File: config.mk
export PLATFORM = sky130hd
export DESIGN_NAME = writeback_queue_flat
export DESIGN_NICKNAME = d
export VERILOG_FILES = /design/src/rtl/writeback_queue_if.sv /design/src/rtl/writeback_queue.sv /design/src/flat_wrapper.sv
export SDC_FILE = /design/constraint.sdc
export NUM_CORES = 1
export LEC_CHECK = 0
export ABC_AREA = 1
export BUFFER_PORTS_ARGS = -buffer_cell sky130_fd_sc_hd__buf_2
export CELL_PAD_IN_SITES_DETAIL_PLACEMENT = 1
export CELL_PAD_IN_SITES_GLOBAL_PLACEMENT = 1
export CORE_MARGIN = 4
export CORE_UTILIZATION = 35
export DETAILED_ROUTE_END_ITERATION = 10
export GPL_TIMING_DRIVEN = 0
export PLACE_DENSITY = 0.78
export REMOVE_ABC_BUFFERS = 1
export SLEW_MARGIN = 20
export SYNTH_ARGS = -nofsm -noshare
export SYNTH_HDL_FRONTEND = slang
export SYNTH_SLANG_ARGS = --single-unit
File: constraint.sdc
create_clock -name clk -period 5.83 [get_ports clk]
set_input_delay 0.583 -clock clk [delete_from_list [all_inputs] [get_ports clk]]
set_output_delay 0.583 -clock clk [all_outputs]
set_load 0.005 [all_outputs]
File: src/rtl/writeback_queue_if.sv
// Write-back queue bus: producer offers (ALU and load unit), the register-file
// write port, the forwarding query port and the occupancy count.
// master: producers / register-file side. slave: the queue itself.
interface writeback_queue_if #(
  parameter int unsigned DEPTH = 4
);
  localparam int unsigned CW = $clog2(DEPTH) + 1;

  logic          alu_valid;
  logic [4:0]    alu_addr;
  logic [31:0]   alu_data;
  logic          alu_ready;

  logic          mem_valid;
  logic [4:0]    mem_addr;
  logic [31:0]   mem_data;
  logic          mem_ready;

  logic          rw;
  logic [4:0]    addr3;
  logic [31:0]   data3;

  logic [4:0]    q_addr;
  logic          q_hit;
  logic [31:0]   q_data;

  logic [CW-1:0] count;

  modport master (
    output alu_valid, alu_addr, alu_data,
    input  alu_ready,
    output mem_valid, mem_addr, mem_data,
    input  mem_ready,
    input  rw, addr3, data3,
    output q_addr,
    input  q_hit, q_data,
    input  count
  );

  modport slave (
    input  alu_valid, alu_addr, alu_data,
    output alu_ready,
    input  mem_valid, mem_addr, mem_data,
    output mem_ready,
    output rw, addr3, data3,
    input  q_addr,
    output q_hit, q_data,
    output count
  );
endinterface

File: src/rtl/writeback_queue.sv
// Register-file write-back queue: accepts up to two results per cycle (load
// result first, ALU result second), drains one registered write per cycle and
// forwards the youngest pending value for a queried register.
module writeback_queue #(
  parameter int unsigned DEPTH = 4
) (
  input  logic              clk,
  input  logic              rst,
  writeback_queue_if.slave  bus
);
  localparam int unsigned PW = $clog2(DEPTH);
  localparam int unsigned CW = PW + 1;

  typedef struct packed {
    logic [4:0]  addr;
    logic [31:0] data;
  } entry_t;

  entry_t        fifo [DEPTH];
  logic [PW-1:0] wr_ptr;
  logic [PW-1:0] rd_ptr;
  logic [CW-1:0] count_q;

  logic          rw_q;
  logic [4:0]    addr3_q;
  logic [31:0]   data3_q;

  logic [CW-1:0] free_c;
  logic          mem_ready_c;
  logic          alu_ready_c;
  logic          mem_push_c;
  logic          alu_push_c;
  logic          pop_c;
  logic [PW-1:0] alu_slot_c;
  logic          q_hit_c;
  logic [31:0]   q_data_c;

  // Space check from current occupancy only; the load unit wins the last slot
  always_comb begin
    free_c      = CW'(DEPTH) - count_q;
    mem_ready_c = (free_c >= CW'(1));
    alu_ready_c = bus.mem_valid ? (free_c >= CW'(2)) : (free_c >= CW'(1));
    mem_push_c  = bus.mem_valid & mem_ready_c;
    alu_push_c  = bus.alu_valid & alu_ready_c;
    pop_c       = (count_q != '0);
    alu_slot_c  = wr_ptr + PW'(mem_push_c);
  end

  // Entry storage; stale contents are never observed because count gates every read
  always_ff @(posedge clk) begin
    if (mem_push_c) fifo[wr_ptr]     <= {bus.mem_addr, bus.mem_data};
    if (alu_push_c) fifo[alu_slot_c] <= {bus.alu_addr, bus.alu_data};
  end

  // Pointers, occupancy and the registered register-file write port
  always_ff @(posedge clk) begin
    if (rst) begin
      wr_ptr  <= '0;
      rd_ptr  <= '0;
      count_q <= '0;
      rw_q    <= 1'b0;
      addr3_q <= '0;
      data3_q <= '0;
    end else begin
      wr_ptr  <= wr_ptr + PW'(mem_push_c) + PW'(alu_push_c);
      count_q <= count_q + CW'(mem_push_c) + CW'(alu_push_c) - CW'(pop_c);
      if (pop_c) begin
        rw_q    <= 1'b1;
        addr3_q <= fifo[rd_ptr].addr;
        data3_q <= fifo[rd_ptr].data;
        rd_ptr  <= rd_ptr + PW'(1);
      end else begin
        rw_q    <= 1'b0;
      end
    end
  end

  // Forwarding: scan oldest to youngest so the youngest match is the one left standing
  always_comb begin
    q_hit_c  = 1'b0;
    q_data_c = '0;
    if (rw_q && (addr3_q == bus.q_addr)) begin
      q_hit_c  = 1'b1;
      q_data_c = data3_q;
    end
    for (int unsigned j = 0; j < DEPTH; j++) begin
      if ((CW'(j) < count_q) && (fifo[rd_ptr + PW'(j)].addr == bus.q_addr)) begin
        q_hit_c  = 1'b1;
        q_data_c = fifo[rd_ptr + PW'(j)].data;
      end
    end
  end

  assign bus.alu_ready = alu_ready_c;
  assign bus.mem_ready = mem_ready_c;
  assign bus.rw        = rw_q;
  assign bus.addr3     = addr3_q;
  assign bus.data3     = data3_q;
  assign bus.q_hit     = q_hit_c;
  assign bus.q_data    = q_data_c;
  assign bus.count     = count_q;
endmodule
File: src/flat_wrapper.sv
// flat-port wrapper written by rule: the top's interface ports become plain ports
module writeback_queue_flat 
#(
  parameter int unsigned DEPTH = 4
)
  (clk, rst, bus_alu_valid, bus_alu_addr, bus_alu_data, bus_alu_ready, bus_mem_valid, bus_mem_addr, bus_mem_data, bus_mem_ready, bus_rw, bus_addr3, bus_data3, bus_q_addr, bus_q_hit, bus_q_data, bus_count);
  writeback_queue_if #(.DEPTH(DEPTH)) bus_i ();
  input  logic clk;
  input  logic rst;
  input wire logic [$bits(bus_i.alu_valid)-1:0] bus_alu_valid;
  input wire logic [$bits(bus_i.alu_addr)-1:0] bus_alu_addr;
  input wire logic [$bits(bus_i.alu_data)-1:0] bus_alu_data;
  output wire logic [$bits(bus_i.alu_ready)-1:0] bus_alu_ready;
  input wire logic [$bits(bus_i.mem_valid)-1:0] bus_mem_valid;
  input wire logic [$bits(bus_i.mem_addr)-1:0] bus_mem_addr;
  input wire logic [$bits(bus_i.mem_data)-1:0] bus_mem_data;
  output wire logic [$bits(bus_i.mem_ready)-1:0] bus_mem_ready;
  output wire logic [$bits(bus_i.rw)-1:0] bus_rw;
  output wire logic [$bits(bus_i.addr3)-1:0] bus_addr3;
  output wire logic [$bits(bus_i.data3)-1:0] bus_data3;
  input wire logic [$bits(bus_i.q_addr)-1:0] bus_q_addr;
  output wire logic [$bits(bus_i.q_hit)-1:0] bus_q_hit;
  output wire logic [$bits(bus_i.q_data)-1:0] bus_q_data;
  output wire logic [$bits(bus_i.count)-1:0] bus_count;
  assign bus_i.alu_valid = bus_alu_valid;
  assign bus_i.alu_addr = bus_alu_addr;
  assign bus_i.alu_data = bus_alu_data;
  assign bus_alu_ready = bus_i.alu_ready;
  assign bus_i.mem_valid = bus_mem_valid;
  assign bus_i.mem_addr = bus_mem_addr;
  assign bus_i.mem_data = bus_mem_data;
  assign bus_mem_ready = bus_i.mem_ready;
  assign bus_rw = bus_i.rw;
  assign bus_addr3 = bus_i.addr3;
  assign bus_data3 = bus_i.data3;
  assign bus_i.q_addr = bus_q_addr;
  assign bus_q_hit = bus_i.q_hit;
  assign bus_q_data = bus_i.q_data;
  assign bus_count = bus_i.count;
  writeback_queue #(.DEPTH(DEPTH)) u_core (.clk(clk), .rst(rst), .bus(bus_i));
endmodule
==> impl_metrics.py <==
metrics = {
    "floorplan": {
        "die_h_um": 206,
        "core_area_mm2": 0.0388,
        "dieWidth_um": 206,
        "initial_core_util": 0.355,
        "placementRows": 72,
        "dieArea_mm2": 0.0426,
        "ios": 159,
    },
    "synth": {
        "yosys.area.top_type": "edfxtp_1",
        "yosys_warnings": 0,
        "synth_top_area_share": 0.323,
        "synth_flop_cell": "edfxtp_1",
        "yosysUniqueCellTypes": 30,
        "ys_ff_latch": 195,
        "netlist_area_mm2": 0.0138,
        "synthTopCellsByCount": "687 x nand2_1, 352 x o21ai_0, 186 x nor2_1",
        "synth-edff-count": 148,
        "synth_area_leaders": "edfxtp_1 32%, nand2_1 19%, o21ai_0 13%",
        "async_reset_ff_frac": 0,
        "synthCells": 2083,
        "yosysSeqAreaShare": 0.391,
        "post-synth-top-count-cell": "nand2_1",
        "syn_avg_cell_area_um2": 6.61,
    },
    "route": {
        "wl_per_cell_um": 20.4,
        "vias": 15100,
        "dr.pass1.iters": 5,
        "drt_iter0_markers": 886,
        "ant_nets": 0,
        "remaining_drc_errors": 0,
        "viasPerCell": 5.61,
        "routed_wl_mm": 54.8,
    },
    "place": {
        "globalplace.congestion": 0.786,
        "io_buffers": 158,
        "dp.final_hpwl_mm": 37.2,
        "pre_cts_ws_ns": 1.00,
        "dpl_cell_area_mm2": 0.0155,
    },
    "power": {
        "power_switching_uw": 4810,
        "clkPwrFrac": 0.139,
        "p_leak_uw": 0.00702,
        "p_int_uw": 4660,
        "swShare": 0.508,
        "power_frac_seq": 0.283,
        "vdd_drop_max_mv": 0.250,
        "power_frac_comb": 0.578,
        "p_per_area_mw_per_mm2": 586,
    },
    "sta": {
        "timing.fmax_ghz": 0.197,
        "setup_viol": 0,
        "rsz0062_at_grt": "false",
        "timing.final.crit_share": 0.871,
        "fin_skew_ns": 0.0100,
        "slew_viol_final": 0,
        "max_slew_margin": 0.451,
        "hold_viol": 0,
        "worst_slew_pin_slew_ns": 0.823,
        "fin_ws_ns": 0.751,
        "min_period_ns": 5.08,
    },
    "global_route": {
        "grt_max_degree": 81,
        "grt-ovfl-total": 0,
        "grt_pass1_vias": 15600,
        "grt_usage": 0.256,
        "grt_pass1_wl_mm": 84.8,
        "antenna_found_initial": 3,
    },
    "clock_tree": {
        "cts_inserted_buffers": 17,
        "cts_max_path_buffers": 2,
        "post_cts_buffers": 0,
        "cts-htree-levels": 4,
        "clk_pin_slew_ns": 0.08,
        "post_cts_resized": 0,
        "cts_sinks": 195,
        "cts_hold_buffers": 0,
        "root_buffer": "clkbuf_16",
        "clk_latency_ns": 0.46,
        "tritoncts": "yes",
    },
    "worst_setup_path": {
        "crit_chain": "buf_12 > inv_4 > buf_16 > nand2_1 > nand3_1 > nand3_1 > nand2_1 > nor2_4 > nand3_2 > buf_16 > nand2_1 > nand3_1 > nand2_1 > nand2_1 > nand2_1 > buf_2",
        "end_kind": "primary output",
        "worstReg2RegStart": "u_core.bus.count[1]$_SDFF_PP0_",
        "crit_required_ns": 5.25,
        "cp_slowest_cell": "dfxtp_4",
        "path_max_fanout": 58,
        "worstSetupPathType": "reg2out",
        "critPathArrivalTime_ns": 4.50,
        "critPathLaunchType": "flop",
        "reg2reg_slack_ns": 1.77,
        "reg2reg_to": "u_core.fifo[0][7]$_DFFE_PP_",
        "critPathCapture": "bus_q_data[18]",
        "worst_r2r_path_depth": 16,
        "max_stage_delay_ns": 0.65,
        "crit_top_cell": "nand2_1",
    },
    "min_path": {
        "hp-class": "in2reg",
        "hp-start": "rst",
    },
    "outcome": {
        "outcome": "finished, final reports clean",
    },
    "layout": {
        "multiInputGateArea_mm2": 0.00725,
        "register_area_mm2": 0.00540,
        "fin_area_mm2": 0.0161,
        "nNetsFinal": 2248,
        "nFillCells": 5019,
        "syn_to_final_growth_pct": 17.1,
        "layout-drive-gt1-share": 0.126,
    },
    "run": {
        "maxCapViolCount": 0,
    },
}
state kept, by name, indices dropped and copies added (netlist names), named ones only:
signal / count
u_core.rd_ptr: 2
u_core.bus.rw: 1
u_core.bus.data3: 32
u_core.wr_ptr: 2
u_core.bus.addr3: 5
u_core.fifo: 148
u_core.bus.count: 3
cell usage in the layout (no fill, tap or decap), types with 5 or more instances in the layout:
| cell | count |
|---|---|
| a21oi_1 | 108 |
| buf_2 | 158 |
| buf_4 | 22 |
| nand2_1 | 684 |
| clkbuf_16 | 17 |
| xor2_1 | 7 |
| o21ai_0 | 352 |
| nand3_1 | 94 |
| o211ai_1 | 64 |
| nand4_1 | 32 |
| buf_12 | 9 |
| dfxtp_1 | 43 |
| inv_1 | 162 |
| nor2_4 | 5 |
| clkinvlp_4 | 5 |
| ha_1 | 9 |
| buf_16 | 14 |
| edfxtp_1 | 148 |
| nor2_1 | 182 |
worst min-delay path by stage:
stage | end | slack [ns] | depth (start not counted)
6_report | u_core.bus.count[0]$_SDFF_PP0_ | 0.43 | 2
5_1_grt | u_core.wr_ptr[1]$_SDFF_PP0_ | 0.44 | 2
2_1_floorplan | u_core.bus.addr3[1]$_SDFFE_PP0N_ | 0.47 | 2
4_1_cts | u_core.bus.rw$_SDFF_PP0_ | 0.41 | 2
3_3_place_gp | u_core.bus.addr3[1]$_SDFFE_PP0N_ | 0.50 | 2
3_5_place_dp | u_core.bus.addr3[1]$_SDFFE_PP0N_ | 0.52 | 2
cells by family after synthesis:
kind of cell | count (synthesis) | share of synthesized area
flip-flops | 195 | 0.391
buffers and inverters | 323 | 0.0942
adder cells (fa/ha/maj) | 11 | 0.0111
AO/OA/AOI/OAI | 532 | 0.206
XOR/XNOR | 7 | 0.00445
AND/OR/NAND/NOR | 1015 | 0.293
power by group through the flow:
stage                     logic [uW]  clock network (uW)  registers [uW]
after global placement          4650                   0            2890
after global routing            6070                1380            2740
after detailed placement        5400                   0            2700
final                           5470                1320            2680
after CTS                       5450                1320            2670
after floorplan                 3000                   0            2660
layer usage:
metal / routed length [um] / track usage / vias to the layer above
met5: 28 / 0 / -
met4: 1700 / 0.0955 / 4
met3: 3630 / 0.0428 / 131
met2: 27300 / 0.455 / 478
met1: 22200 / 0.309 / 7403
li1: - / - / 7044
final cells by class:
class	count	area share
clock inverter	15	0.0128
antenna	1	0.000155
inverter	168	0.0394
timing repair buffer	207	0.0975
clock buffer	17	0.0264
sequential	195	0.335
multi-input combinational	1565	0.449
tap	518	0.0402
through the flow:
step,hold slack (ns),total power [uW],std cells,TNS [ns],utilization
2_1_floorplan,0.473,5660,1928,-201.05,-
3_3_place_gp,0.502,7540,2604,-1555.32,0.375
3_5_place_dp,0.519,8090,2653,0,0.399
4_1_cts,0.406,9440,2685,0,0.415
5_1_grt,0.436,10200,2685,0,0.416
6_report,0.425,9460,2686,0,0.416
worst max-delay path: cells and delay by family, from the launching register on:
kind,cells,cell delay [ns]
simple gates,11,2.08
flops,1,0.65
buf+inv,5,1.24
Power figures use the tool's default switching activity.
